### config.mk
export PLATFORM = sky130hd
export DESIGN_NAME = frogger_board
export DESIGN_NICKNAME = d
export VERILOG_FILES = /design/src/rtl/frogger_board.sv
export SDC_FILE = /design/constraint.sdc
export NUM_CORES = 1
export LEC_CHECK = 0
export CORE_ASPECT_RATIO = 1.1
export CORE_MARGIN = 2
export CORE_UTILIZATION = 30
export DETAILED_ROUTE_END_ITERATION = 10
export SYNTH_ARGS = -nofsm -noshare
export SYNTH_HDL_FRONTEND = slang
export SYNTH_SLANG_ARGS = --single-unit
### constraint.sdc
create_clock -name clk -period 2.75 [get_ports clk]
set_input_delay 0.55 -clock clk [delete_from_list [all_inputs] [get_ports clk]]
set_output_delay 0.55 -clock clk [all_outputs]
set_load 0.02 [all_outputs]
### src/rtl/frogger_board.sv
// Frogger game-state engine: lanes, frog, lives and score, decoded into 8x8 red/green frames.
// state | meaning: PLAY = live game | HIT = frog struck, blinking | WIN = crossing done, flash | OVER = no lives left
module frogger_board #(
    parameter logic [15:0] SEED       = 16'hACE1,
    parameter int          HOLD_TICKS = 4
) (
    input  logic            clk,
    input  logic            reset,
    input  logic            tick,
    input  logic            start,
    input  logic            mv_up,
    input  logic            mv_down,
    input  logic            mv_left,
    input  logic            mv_right,
    output logic [7:0][7:0] red_array,
    output logic [7:0][7:0] green_array,
    output logic [1:0]      lives,
    output logic [3:0]      score,
    output logic            game_over
);

    typedef enum logic [1:0] {S_PLAY, S_HIT, S_WIN, S_OVER} state_t;

    localparam logic [6:1][1:0] PERIOD_M1 = {2'd0, 2'd1, 2'd2, 2'd1, 2'd2, 2'd3};
    localparam logic [3:0]      HOLD_LAST = 4'(HOLD_TICKS - 1);

    state_t          state, state_nxt;
    logic [6:1][7:0] lane, lane_nxt, lane_adv;
    logic [6:1][1:0] div_cnt, div_nxt, div_adv;
    logic [3:0]      hold_cnt, hold_nxt;
    logic [15:0]     lfsr, lfsr_nxt;
    logic [2:0]      frog_row, row_nxt;
    logic [2:0]      frog_col, col_nxt;
    logic [1:0]      lives_nxt;
    logic [3:0]      score_nxt;
    logic            blink, blink_nxt;
    logic            lfsr_fb;
    logic            collision;

    assign lfsr_fb = lfsr[15] ^ lfsr[13] ^ lfsr[12] ^ lfsr[10];

    // Entry needs the entry cell and its neighbour empty, keeping cars single and gaps >= 2.
    genvar g;
    for (g = 1; g <= 6; g++) begin : g_lane
        logic wrap;
        assign wrap       = (div_cnt[g] == PERIOD_M1[g]);
        assign div_adv[g] = wrap ? 2'd0 : div_cnt[g] + 2'd1;
        if (g % 2 == 1) begin : g_odd
            assign lane_adv[g] = wrap ? {lane[g][6:0], lfsr[g] & ~lane[g][0] & ~lane[g][1]}
                                      : lane[g];
        end else begin : g_even
            assign lane_adv[g] = wrap ? {lfsr[g] & ~lane[g][7] & ~lane[g][6], lane[g][7:1]}
                                      : lane[g];
        end
    end

    assign red_array = (state == S_OVER) ? '1 : {8'h00, lane, 8'h00};
    assign collision = red_array[frog_row][frog_col];
    assign game_over = (state == S_OVER);

    always_comb begin
        green_array = '0;
        case (state)
            S_PLAY:  green_array[frog_row][frog_col] = 1'b1;
            S_HIT:   green_array[frog_row][frog_col] = blink;
            S_WIN:   green_array = '1;
            default: green_array = '0;
        endcase
    end

    always_comb begin
        state_nxt = state;
        lane_nxt  = lane;
        div_nxt   = div_cnt;
        hold_nxt  = hold_cnt;
        lfsr_nxt  = lfsr;
        row_nxt   = frog_row;
        col_nxt   = frog_col;
        lives_nxt = lives;
        score_nxt = score;
        blink_nxt = blink;

        if (tick && state != S_OVER) begin
            lfsr_nxt = {lfsr[14:0], lfsr_fb};
        end

        case (state)
            S_PLAY: begin
                if (tick) begin
                    lane_nxt = lane_adv;
                    div_nxt  = div_adv;
                end
                if (collision) begin
                    state_nxt = S_HIT;
                    blink_nxt = 1'b1;
                end else if (frog_row == 3'd7) begin
                    state_nxt = S_WIN;
                    if (score != 4'd15) score_nxt = score + 4'd1;
                end else if (mv_up) begin
                    row_nxt = frog_row + 3'd1;
                end else if (mv_down) begin
                    if (frog_row != 3'd0) row_nxt = frog_row - 3'd1;
                end else if (mv_left) begin
                    if (frog_col != 3'd0) col_nxt = frog_col - 3'd1;
                end else if (mv_right) begin
                    if (frog_col != 3'd7) col_nxt = frog_col + 3'd1;
                end
            end
            S_HIT, S_WIN: begin
                if (tick) begin
                    if (state == S_HIT) blink_nxt = ~blink;
                    if (hold_cnt == HOLD_LAST) begin
                        hold_nxt = 4'd0;
                        row_nxt  = 3'd0;
                        col_nxt  = 3'd3;
                        if (state == S_HIT) begin
                            lives_nxt = lives - 2'd1;
                            state_nxt = (lives == 2'd1) ? S_OVER : S_PLAY;
                        end else begin
                            state_nxt = S_PLAY;
                        end
                    end else begin
                        hold_nxt = hold_cnt + 4'd1;
                    end
                end
            end
            default: begin
                if (start) begin
                    lane_nxt  = '0;
                    div_nxt   = '0;
                    lives_nxt = 2'd3;
                    score_nxt = 4'd0;
                    row_nxt   = 3'd0;
                    col_nxt   = 3'd3;
                    state_nxt = S_PLAY;
                end
            end
        endcase
    end

    always_ff @(posedge clk or negedge reset) begin
        if (!reset) begin
            state    <= S_PLAY;
            lane     <= '0;
            div_cnt  <= '0;
            hold_cnt <= 4'd0;
            lfsr     <= SEED;
            frog_row <= 3'd0;
            frog_col <= 3'd3;
            lives    <= 2'd3;
            score    <= 4'd0;
            blink    <= 1'b0;
        end else begin
            state    <= state_nxt;
            lane     <= lane_nxt;
            div_cnt  <= div_nxt;
            hold_cnt <= hold_nxt;
            lfsr     <= lfsr_nxt;
            frog_row <= row_nxt;
            frog_col <= col_nxt;
            lives    <= lives_nxt;
            score    <= score_nxt;
            blink    <= blink_nxt;
        end
    end

endmodule

==> results.txt <==
The run finished with clean final reports. After global routing the overflow that remains totals 0. The largest net degree at the start of global routing came out at 65.

Most frequent cell on the critical path: buf_6. The depth of the worst register-to-register path is 10. The run gives 0 as the post-detailed-route count of antenna-violating nets. The first global-routing pass estimated 31900 µm of wire. Simple-gate share of the synthesized area: 0.261. The xor-xnor portion of the synthesized cell area came out at 0.00694. The number of max-slew violations in the final report is 0, and the starting DRC count in detailed routing is 438. The routed length per instance is 16.5 µm. The slowest stage of the critical path is the or4_4 cell. The tools report the number of standard-cell rows in the floorplan as 55. Clock latency on the worst-skew pair, taken at its later pin, is 350 ps.

Measured along the y axis, the die boundary spans 156 µm. During placement, the flow inserted port buffers numbering 142. At the worst endpoint, the arrival time is 3010 ps. Counting every instance in the synthesized netlist gives 811.

The sequential-to-total area share from yosys stat came out at 0.379. The vias per cell was 5.14. The multiplexer share of the synthesized area is 0.0392, and the first-pass detailed-route iteration total is 7. The final number of setup-violating endpoints is 0. The total of max-cap violations came out at 0. The library cells used most frequently in the layout, excluding fill and tap cells, are nor2_1 (94), a21oi_1 (89), dfrtp_1 (81), buf_4 (81), nand2_1 (76). In this run the cell area of the synthesized design comes to 0.00631 mm².

The tools report the buffer levels on the longest clock path as 2. Setup repair after global routing could not meet its margin everywhere. The critical path goes through buf_6 > ha_4 > buf_6 > or2_4 > a221oi_1 > nor2_1 > o31a_1 > or4_4 > nor2_4 > o221a_4.

When the netlist entered floorplanning its net count stood at 831. The adder-cell share of the synthesized area was 0.0262. The tools report the number of failing hold endpoints at the final stage as 0. The share of total power in the clock network is 0.112.

The worst slew margin relative to its limit is 0.575. Flop and latch count out of synthesis: 95. The tools report the antenna diode count as 0. The number of hold-repair buffers added at the cts stage was 0; the sequential power share was 0.209. The completed layout was analyzed and its total power is 12.0 mW. For this design the top-level I/O count stands at 143. The critical path in this run is classified as flip-flop to flip-flop. Via count of the first global-routing pass: 5903. The initial core utilization was 0.306. The power per standard cell area is 1360 mW/mm². Number of sinks handled by clock tree synthesis: 95. Total negative slack for setup checks: 0 ps. After detailed routing, the number of remaining DRC violations is 0. The routed layout has 6336 vias.

Switching part of the total power: 0.493. The die covers 0.0222 mm². The final routed wirelength across all metal layers is 20300 µm. At the end of routability-driven placement, the weighted congestion stood at 0.909. The largest single stage delay on the critical path is 470 ps. The run gives 6.08 mW as the internal power consumption.

The portion of the clock cycle consumed by the worst path in the final layout is 0.990. The share of final-layout standard cells stronger than drive strength 1 is 0.234, and the largest fanout of any net on the critical path is 6. For the worst setup path, the data required time is 3040 ps.

STA classifies the critical path startpoint as a flip-flop. The number of antenna violations at the first check in global routing came out at 0. STA classifies the critical path endpoint as a flip-flop. The post-placement cell count was 1200; the clock transition time at the flip-flop clock pins of the worst setup and hold paths was 70 ps.

The number of different library cells used by synthesis comes to 70. The library cell used most frequently in the layout, excluding fill and tap cells, is nor2_1. The logs give 0.179 for the global-route total usage across every layer and 0.680 for the combinational share of power.

Growth of design area from synthesis to finish: 40.1%. By area, the combinational part of the netlist is dominated by simple AND/OR/NAND/NOR gates. Across the VDD grid, the largest voltage drop is 0.617 mV. The final layout contains 992 nets. The x dimension of the die was 142 µm; the total clock buffers created by CTS was 9. TritonCTS built the clock tree. The smallest clock period supported by the final layout is computed as 2720 ps. Together, buffers and inverters on the worst path number 2. Based on the critical path, the design can be clocked at up to 0.367 GHz.

Counting buffers and inverters, the worst setup path is 10 cells deep. In this run the mean area of a mapped cell was 7.78 µm². The share of async-settable or async-resettable flops after synthesis is 1.00, and the post-detailed-placement half-perimeter wirelength is 14700 µm. Yosys mapped a number of flops with a built-in enable equal to 0. During synthesis, Yosys emitted a total of 0 warnings.

The static leakage was 4.60 nW. For the worst clock skew, the log shows 9.16 ps. The finished layout holds 1233 standard cells, fillers aside. The path class of the lowest-slack min-delay path was primary input to async pin. The floorplan step defined a core boundary enclosing 0.0206 mm².

The compound-gate portion of the synthesized area works out to 0.197. The cell sitting at the root of the clock tree is a clkbuf_16. Largest delay contributor family on the critical path: simple AND/OR/NAND/NOR gates.

The tightest hold path in the finished design has a slack of 158 ps. The commonest register cell after synthesis was dfrtp_1. The number of H-tree levels is 3, and the slew at the pin closest to its max-slew limit is 637 ps. For the switching power of the nets, the log shows 5.91 mW.
flip-flops by register name, summed over array words and instances, names as in the netlist:
signal / count
lives: 2
lane: 48
frog_row: 3
state: 2
lfsr: 16
score: 4
div_cnt: 12
frog_col: 3
blink: 1
hold_cnt: 4
what timing repair did:
item / 4_1_cts / 5_1_grt
setup buffers: 7 / 9
pin swaps: 2 / 11
cloned: 1 / 0
setup endpoints to repair: 92 / 85
gates resized for setup: 169 / 77
final timing paths:
check	slack [ps]	from	endpoint
min reg2reg	470	div_cnt[1]$_DFFE_PN0P_	div_cnt[1]$_DFFE_PN0P_
min	160	reset	hold_cnt[2]$_DFFE_PN0P_
min in group clk	470	div_cnt[1]$_DFFE_PN0P_	div_cnt[1]$_DFFE_PN0P_
max	30	state[1]$_DFFE_PN0P_	frog_col[1]$_DFFE_PN1P_
max reg2reg	30	state[1]$_DFFE_PN0P_	frog_col[1]$_DFFE_PN1P_
max in group asynchronous	1850	reset	lfsr[13]$_DFFE_PN1P_
final cells by class:
| cell class | instances | area (µm²) |
|---|---|---|
| fillers | 2105 | 11800 |
| multi-input cells | 591 | 3500 |
| flip-flops and latches | 95 | 2390 |
| repair buffers | 228 | 2130 |
| well taps | 256 | 320 |
| clock buffers | 9 | 225 |
| inverters | 47 | 176 |
| clock inverters | 7 | 97.6 |
cell families (layout without fill, tap and decap cells):
kind of cell | after synthesis | in the layout
buf+inv | 125 | 291
compound gates | 210 | 210
flops | 95 | 95
fa+ha+maj | 12 | 12
xor+xnor | 5 | 5
simple gates | 342 | 342
mux | 22 | 22
synth_stat cells (3+ instances only):
cell,instances,area [µm²]
a21oi_1,96,480
nor2_1,96,360
dfrtp_1,83,2080
nand2_1,77,289
nand3_1,61,305
o21ai_0,50,250
inv_1,44,165
clkbuf_1,34,128
nor3_1,23,115
buf_4,18,135
or2_2,18,113
mux2_2,17,191
buf_1,15,56.3
dfstp_2,12,315
nor2b_1,12,75.1
a31oi_1,10,62.6
ha_1,10,125
or2_1,10,62.6
nand2b_1,8,50.1
and2_1,7,43.8
buf_2,7,35.0
nand4_1,7,43.8
o22ai_1,7,43.8
a21o_1,6,45.0
and3_1,6,37.5
a221oi_1,4,35.0
buf_6,4,45.0
xnor2_1,4,35.0
mux2i_1,3,30.0
nand3b_1,3,22.5
nor4_1,3,18.8
o21a_1,3,22.5
o21ai_1,3,15.0
stage by stage:
step / util / setup slack (ps) / cell area, µm²
4_1_cts: 0.416 / -3.85 / 8580
6_report: 0.428 / 28.3 / 8850
5_1_grt: 0.428 / -80.4 / 8850
3_3_place_gp: 0.400 / 47.8 / 8250
3_5_place_dp: 0.400 / 11.6 / 8250
2_1_floorplan: - / 19.8 / 6320
per-layer routing:
layer | vias up | global-route usage | routed length, µm
li1 | 3098 | - | -
met3 | 20 | 0.0289 | 1450
met5 | - | 0 | 0
met4 | 0 | 0.0453 | 272
met1 | 2988 | 0.252 | 9220
met2 | 230 | 0.287 | 9380
power by group through the flow:
stage               Combinational [mW]  Sequential, mW  Clock, mW
detailed placement                8.15            2.53          0
finish                            8.15            2.50       1.34
global route                      8.84            2.58       1.43
floorplan                         4.84            2.35          0
CTS                               7.88            2.50       1.37
global placement                  8.13            2.52          0
Power figures use the tool's default switching activity.
